$ cat src/rtl/traffic_pkg.sv
// rtl/traffic_pkg.sv - shared state codes and lamp patterns for the intersection controller
package traffic_pkg;

  // Fixed codes: phase is exported as-is for debug/display
  typedef enum logic [2:0] {
    MAIN_GREEN  = 3'd0,
    MAIN_YELLOW = 3'd1,
    ALLRED_1    = 3'd2,
    SIDE_GREEN  = 3'd3,
    SIDE_YELLOW = 3'd4,
    ALLRED_2    = 3'd5
  } state_t;

  // Lamp patterns, bit order {red,yellow,green}
  localparam logic [2:0] LT_RED    = 3'b100;
  localparam logic [2:0] LT_YELLOW = 3'b010;
  localparam logic [2:0] LT_GREEN  = 3'b001;

endpackage

$ cat src/rtl/phase_timer.sv
// rtl/phase_timer.sv - loadable tick-driven down-counter that saturates at zero
module phase_timer #(
  parameter int               TIMER_W   = 8,
  parameter logic [TIMER_W-1:0] RESET_VAL = '0
) (
  input  logic               clk,
  input  logic               rst,
  input  logic               load,
  input  logic [TIMER_W-1:0] load_val,
  input  logic               tick,
  output logic [TIMER_W-1:0] count,
  output logic               zero
);

  // Load wins over counting so a phase entry always starts from a full duration
  always_ff @(posedge clk or posedge rst) begin
    if (rst) begin
      count <= RESET_VAL;
    end else if (load) begin
      count <= load_val;
    end else if (tick && (count != '0)) begin
      count <= count - TIMER_W'(1);
    end
  end

  // Zero flag qualifies phase exits in the controller
  always_comb begin
    zero = (count == '0);
  end

endmodule

$ cat src/rtl/traffic_light_fsm.sv
// rtl/traffic_light_fsm.sv - main/side road signal sequencer with pedestrian walk service
module traffic_light_fsm
  import traffic_pkg::*;
#(
  parameter int MAIN_MIN_T   = 10,
  parameter int SIDE_GREEN_T = 6,
  parameter int YELLOW_T     = 3,
  parameter int ALLRED_T     = 1,
  parameter int TIMER_W      = 8
) (
  input  logic               clk,
  input  logic               rst,
  input  logic               tick,
  input  logic               side_req,
  input  logic               ped_req,
  output logic [2:0]         main_lights,
  output logic [2:0]         side_lights,
  output logic               ped_walk,
  output logic [2:0]         phase,
  output logic [TIMER_W-1:0] time_left
);

  // Timer reload values: a phase of N ticks counts N-1 down to 0
  localparam logic [TIMER_W-1:0] LD_MAIN   = TIMER_W'(MAIN_MIN_T - 1);
  localparam logic [TIMER_W-1:0] LD_SIDE   = TIMER_W'(SIDE_GREEN_T - 1);
  localparam logic [TIMER_W-1:0] LD_YELLOW = TIMER_W'(YELLOW_T - 1);
  localparam logic [TIMER_W-1:0] LD_ALLRED = TIMER_W'(ALLRED_T - 1);

  state_t             state;
  state_t             next_state;
  logic               timer_load;
  logic [TIMER_W-1:0] timer_load_val;
  logic [TIMER_W-1:0] timer_count;
  logic               timer_zero;
  logic               advance;
  logic               enter_side_green;
  logic               ped_pending;
  logic               ped_served;

  assign advance = tick & timer_zero;

  phase_timer #(
    .TIMER_W   (TIMER_W),
    .RESET_VAL (LD_ALLRED)
  ) u_timer (
    .clk      (clk),
    .rst      (rst),
    .load     (timer_load),
    .load_val (timer_load_val),
    .tick     (tick),
    .count    (timer_count),
    .zero     (timer_zero)
  );

  // State register; reset parks in the clearance phase before main green
  always_ff @(posedge clk or posedge rst) begin
    if (rst) begin
      state <= ALLRED_2;
    end else begin
      state <= next_state;
    end
  end

  // Next-state and timer reload; any phase change reloads the new phase's duration
  always_comb begin
    next_state     = state;
    timer_load     = 1'b0;
    timer_load_val = LD_ALLRED;
    case (state)
      MAIN_GREEN:  if (advance && (side_req || ped_pending)) next_state = MAIN_YELLOW;
      MAIN_YELLOW: if (advance) next_state = ALLRED_1;
      ALLRED_1:    if (advance) next_state = SIDE_GREEN;
      SIDE_GREEN:  if (advance) next_state = SIDE_YELLOW;
      SIDE_YELLOW: if (advance) next_state = ALLRED_2;
      ALLRED_2:    if (advance) next_state = MAIN_GREEN;
      default:     next_state = ALLRED_2;
    endcase
    if (next_state != state) begin
      timer_load = 1'b1;
      case (next_state)
        MAIN_GREEN:  timer_load_val = LD_MAIN;
        MAIN_YELLOW: timer_load_val = LD_YELLOW;
        SIDE_GREEN:  timer_load_val = LD_SIDE;
        SIDE_YELLOW: timer_load_val = LD_YELLOW;
        default:     timer_load_val = LD_ALLRED;
      endcase
    end
  end

  assign enter_side_green = (state == ALLRED_1) && (next_state == SIDE_GREEN);

  // Pedestrian latch: a request arriving on the side-green entry edge is served
  // by that side green, so the pending flag is cleared rather than re-armed
  always_ff @(posedge clk or posedge rst) begin
    if (rst) begin
      ped_pending <= 1'b0;
      ped_served  <= 1'b0;
    end else if (enter_side_green) begin
      ped_pending <= 1'b0;
      ped_served  <= ped_pending | ped_req;
    end else if (ped_req) begin
      ped_pending <= 1'b1;
    end
  end

  // Moore lamp decode straight from the state register; unknown codes show all red
  always_comb begin
    main_lights = LT_RED;
    side_lights = LT_RED;
    case (state)
      MAIN_GREEN:  main_lights = LT_GREEN;
      MAIN_YELLOW: main_lights = LT_YELLOW;
      SIDE_GREEN:  side_lights = LT_GREEN;
      SIDE_YELLOW: side_lights = LT_YELLOW;
      default: begin
        main_lights = LT_RED;
        side_lights = LT_RED;
      end
    endcase
  end

  assign ped_walk  = (state == SIDE_GREEN) & ped_served;
  assign phase     = state;
  assign time_left = timer_count;

endmodule

$ cat config.mk
export PLATFORM = sky130hd
export DESIGN_NAME = traffic_light_fsm
export DESIGN_NICKNAME = d
export VERILOG_FILES = /design/src/rtl/traffic_pkg.sv /design/src/rtl/phase_timer.sv /design/src/rtl/traffic_light_fsm.sv
export SDC_FILE = /design/constraint.sdc
export NUM_CORES = 1
export LEC_CHECK = 0
export CAP_MARGIN = 25
export CORE_UTILIZATION = 52
export DETAILED_ROUTE_END_ITERATION = 7
export PLACE_DENSITY = 0.83
export SETUP_SLACK_MARGIN = 0.02
export SYNTH_ARGS = -nofsm -noshare
export SYNTH_HDL_FRONTEND = slang
export SYNTH_SLANG_ARGS = --single-unit
export TNS_END_PERCENT = 20
$ cat constraint.sdc
create_clock -name clk -period 3.6 [get_ports clk]
set_clock_uncertainty 0.15 [all_clocks]
set_input_delay 0.72 -clock clk [delete_from_list [all_inputs] [get_ports clk]]
set_output_delay 0.72 -clock clk [all_outputs]
set_load 0.05 [all_outputs]
* After elaboration in Yosys (flattened, before gate mapping)
Index checks and enable logic that the tools add are counted.
** Word-level totals
- Bits in registers :: 13
- Input bits :: 5
- Output and inout port bits :: 18
** Operators by class
- Add/subtract/negate cells :: 1
- Eq/ne operators :: 9
- Multiplexer cells :: 16
- Bitwise operators :: 3
- Reductions and logical operators :: 11
** Operator list (count)
- 2-to-1 mux 3 bit :: 6
- one-hot mux 3 bit (6 select lines) :: 1
- 2-to-1 mux 8 bit :: 2
- one-hot mux 3 bit (2 select lines) :: 2
- one-hot mux 4 bit (3 select lines) :: 1
- equality test 3 x 2 -> 1 bit (second input constant) :: 3
- equality test 3 bit (second input constant) :: 3
- zero test 8 bit :: 1
- nonzero test 8 bit :: 1
- subtractor 8 x 1 -> 8 bit (second input constant) :: 1
- equality test 3 x 1 -> 1 bit (second input constant) :: 2
- zero test 3 bit :: 2
- 2-to-1 mux 4 bit :: 1
- nonzero test 2 bit :: 2
- logical AND 1 bit :: 3
- 2-to-1 mux 1 bit :: 3
- != test 3 bit :: 1
- AND 1 bit :: 2
- OR reduction 2 bit :: 1
- logical OR 1 bit :: 1
- bitwise OR 1 bit :: 1

* Longest topological paths before layout
- Word-level depth :: 10
- Mapped depth :: 7
- Depth with buffers taken out :: 6

* Cells and area by module
Synthesis repeated with hierarchy kept, for this count alone.
** Second synthesis, totals
- Cell total of the unflattened synthesis :: 97
- Area total of the unflattened synthesis :: 848.3 µm²
** Modules (own cells, without submodules)
- phase_timer :: instances 1, cells each 53, area each 495.5 µm²
- traffic_light_fsm :: instances 1, cells each 44, area each 352.8 µm²

* Worst setup path before layout
No wires, ideal clock.
- Path kind :: register to output
- From :: register state[0] (netlist: phase[0])
- To :: output port side_lights[2]
- Arrival :: 2821 ps
- Data required time :: 2730 ps
- Path slack :: -91 ps
- Cell stages (with the launch flop) :: 5
- Path through :: dfstp_2 > clkbuf_1 > inv_1 > nor3_1 > nor2_1
** Between the ends
- Word-level cells in the longest chain between the ends :: 2
- Elaborated cells on any way between the ends :: 3
- Those cells by class :: 2 x eq/ne; 1 x mux
** RTL lines
- from (decl) :: line traffic_light_fsm.sv:29 : state_t state;
- from (signal assigned) :: line traffic_light_fsm.sv:60 : state <= next_state;
- equality test 3 bit / equality test 3 x 2 -> 1 bit (equally long branches) :: line traffic_light_fsm.sv:110 : case (state)
- one-hot mux 3 bit (2 select lines) (*) :: line traffic_light_fsm.sv:110
- to (decl) :: line traffic_light_fsm.sv:17 : output logic [2:0] side_lights,
Every way passes the cells marked *; elsewhere a longest branch is shown, timed or not.

* Worst setup path in the final report
- From :: register state[1] (netlist: phase[1])
- To :: output port ped_walk
** Between the ends
- Word-level cells in the longest chain between the ends :: 2
** RTL lines
- equality test 3 x 2 -> 1 bit :: line traffic_light_fsm.sv:122 : assign ped_walk = (state == SIDE_GREEN) & ped_served;
- AND 1 bit :: line traffic_light_fsm.sv:122
- to (decl) :: line traffic_light_fsm.sv:18 : output logic ped_walk,
No other way between the ends.

==> summary.txt <==
Run status
  – Outcome: complete, no violations

Logic synthesis
  – Yosys top cell area share: 28.4%
  – Avg Cell Area, Syn: about 9 µm²
  – Synth Net Count: 115
  – Syn Inst Count: ~110
  – Ys flop type: dfrtp_1
  – Post-synth EDFFs: 0
  – Register area share after synthesis: 33.8%
  – Synth top area cells: dfrtp_1 (28%), dfstp_2 (5.4%), nor2_1 (5.0%)
  – Yosys warns: 0
  – Post-Syn Area: just under 1000 µm²
  – Most frequent cells after synthesis: nor2_1 (13), dfrtp_1 (11), inv_1 (7), nor3_1 (7), o21ai_0 (6)
  – Async SR Flop Fraction: 100%
  – Cell variety after synth: between 40 and 50
  – Seq cells post-synth: 13
  – Yosys top cell by area: dfrtp_1
  – Top-count cell post-synth: nor2_1

Floorplan
  – Top Ports: 23
  – Die Ht: 45.2 µm
  – Site Rows: 15
  – Initial core utilization: about 56%
  – Die ar.: 2040 µm²
  – Width of the die: 45.2 µm
  – Core Area: 1750 µm²

STA
  – Tcrit/Tclk final: 86.6%
  – Hold Violations, Final: 0
  – Max-slew violations: 0
  – Unrepaired setup endpoints after global routing: false
  – Min cycle time layout: 3.12 ns
  – Max frequency: 321 MHz
  – Slew Limit Headroom: 60.5%
  – Final setup fails: 0
  – Actual slew at the worst max-slew pin: slightly below 0.6 ns
  – Setup_tns: 0 ns

Finish
  – # fillers: 133
  – Antenna cell count: 0
  – Area taken by multi-input logic gates: 578 µm²
  – Fin nets: 135
  – Storage cell area: 328 µm²
  – Area Overhead vs Synth: 24.8%
  – Share of layout cells above drive strength 1: 14.2%

Clock tree
  – CTS Buf Count: 3
  – Sink Count: 13
  – Root Buffer: clkbuf_4
  – CTS tree: yes
  – Cts hold-fix bufs: 0
  – Post-CTS sizing: 0
  – Skew-Pair Late Insertion Delay: 0.28 ns
  – Setup Fix Bufs, Post-CTS: 0
  – Htree depth: 1
  – CTS clock-pin slew for the worst setup and hold paths: 0.08 ns
  – Max Root-Sink Buffers: 2

Flow run
  – Maxcap violations: 0

Worst hold path
  – Worst hold stages: 1
  – Hold Path Class: register to register
  – Hold EP: ped_served
  – Hold Startpoint: ped_served

Routing
  – Iter 0 DRT Violations: 35
  – Routed WL per cell: 15.1 µm
  – Vias: 889
  – Met3 wire len: roughly 160 µm
  – DR pass1 iterations: 4
  – Average via count per standard cell: around 5.8
  – Metal-1 WL: 1.06 mm
  – DR top layer: met4
  – Post-DRT Antenna Nets: 0
  – Drt total wl: ~2.3 mm
  – DRC viols: 0
  – Met2 WL post-DR: 1.06 mm

Place
  – Placer's final routability congestion estimate: 0.876
  – DP HPWL: 1.68 mm
  – Port Buf Inserts: 22

Global routing
  – Congestion Overflow GR: 0
  – Number of global-route vias before repair: 742
  – Initial antenna violation count: 0
  – Pin count of the biggest net entering global routing: 14
  – GRT Util Overall: a little under a quarter
  – First-pass GRT wire length: 3.43 mm

Setup path
  – CP top delay family: buffers and inverters
  – R2R depth: 6
  – Critical path endpoint category: output port
  – FF-to-FF setup slack: 1.42 ns
  – Crit Path Class: register to output port
  – FF-to-FF Start: u_timer.count[0]
  – Worst path slowest cell: clkdlybuf4s50_1
  – CP Cell Sequence: inv_1 -> nor3_2 -> and2_1 -> clkdlybuf4s50_1
  – Critical path data arrival time: 2.25 ns
  – Reg-to-Reg End: u_timer.count[1]
  – Startpoint types: register
  – WP buf/inv: 2
  – Slowest stage delay, CP: about 0.79 ns
  – Crit Path Max Fanout: 11
  – Worst Path Required: roughly 2.7 ns
==> cells by family after synthesis <==
logic type	synth area share [%]
AND/OR/NAND/NOR	28.3
XOR/XNOR	4.52
adder cells (fa/ha/maj)	2.58
buffers and inverters	7.10
multiplexers	1.16
flip-flops	33.8
AO/OA/AOI/OAI	22.6
==> per-layer routing <==
layer,up-vias,global-route usage (%)
met2,40,32.2
met1,418,36.0
met4,0,9.70
met3,2,5.20
li1,429,-
met5,-,0
==> cells in the final DEF, fill, tap and decap left out, drive strengths merged, types with 3 or more instances in the layout <==
cell	n
a21oi	4
and2	4
clkbuf	4
clkdlybuf4s50	22
dfrtp	11
inv	7
nand2	6
nand4	3
nor2	13
nor3	7
o21ai	6
xor2	4
==> flip-flops by register name, indices dropped and copies added (netlist names) <==
| signal | cells |
|---|---|
| ped_pending | 1 |
| ped_served | 1 |
| phase | 3 |
| u_timer.count | 8 |
==> final cells by class <==
| type | instances | share of cell area (%) |
|---|---|---|
| Inverter | 7 | 2.17 |
| Sequential cell | 13 | 27.1 |
| Timing Repair Buffer | 22 | 18.2 |
| Multi-Input combinational cell | 81 | 47.8 |
| Clock buffer | 4 | 2.17 |
| Tap cell | 25 | 2.59 |
==> metrics by stage <==
| stage | std cells | cell area [µm²] | util (%) | setup WS, ns | hold slack [ns] |
|---|---|---|---|---|---|
| 2_1_floorplan | 108 | 975 | - | 0.406 | 0.306 |
| 3_3_place_gp | 148 | 1180 | 67.8 | 0.875 | 0.325 |
| 3_5_place_dp | 148 | 1180 | 67.8 | 0.784 | 0.328 |
| 4_1_cts | 152 | 1210 | 69.3 | 0.470 | 0.346 |
| 5_1_grt | 152 | 1210 | 69.3 | 0.370 | 0.385 |
| 6_report | 152 | 1210 | 69.3 | 0.481 | 0.340 |
==> worst max-delay path by stage <==
stage	from	endpoint	slack (ns)	cells after the start
finish	phase[1]	ped_walk	0.48	4
global route	phase[1]	ped_walk	0.37	4
CTS	phase[1]	ped_walk	0.47	4
detailed placement	phase[1]	ped_walk	0.78	4
global placement	phase[1]	ped_walk	0.88	4
floorplan	phase[0]	ped_walk	0.41	4
Power is not shown: default switching activity piles up to over one toggle a cycle in this logic, so the estimate is an artifact.
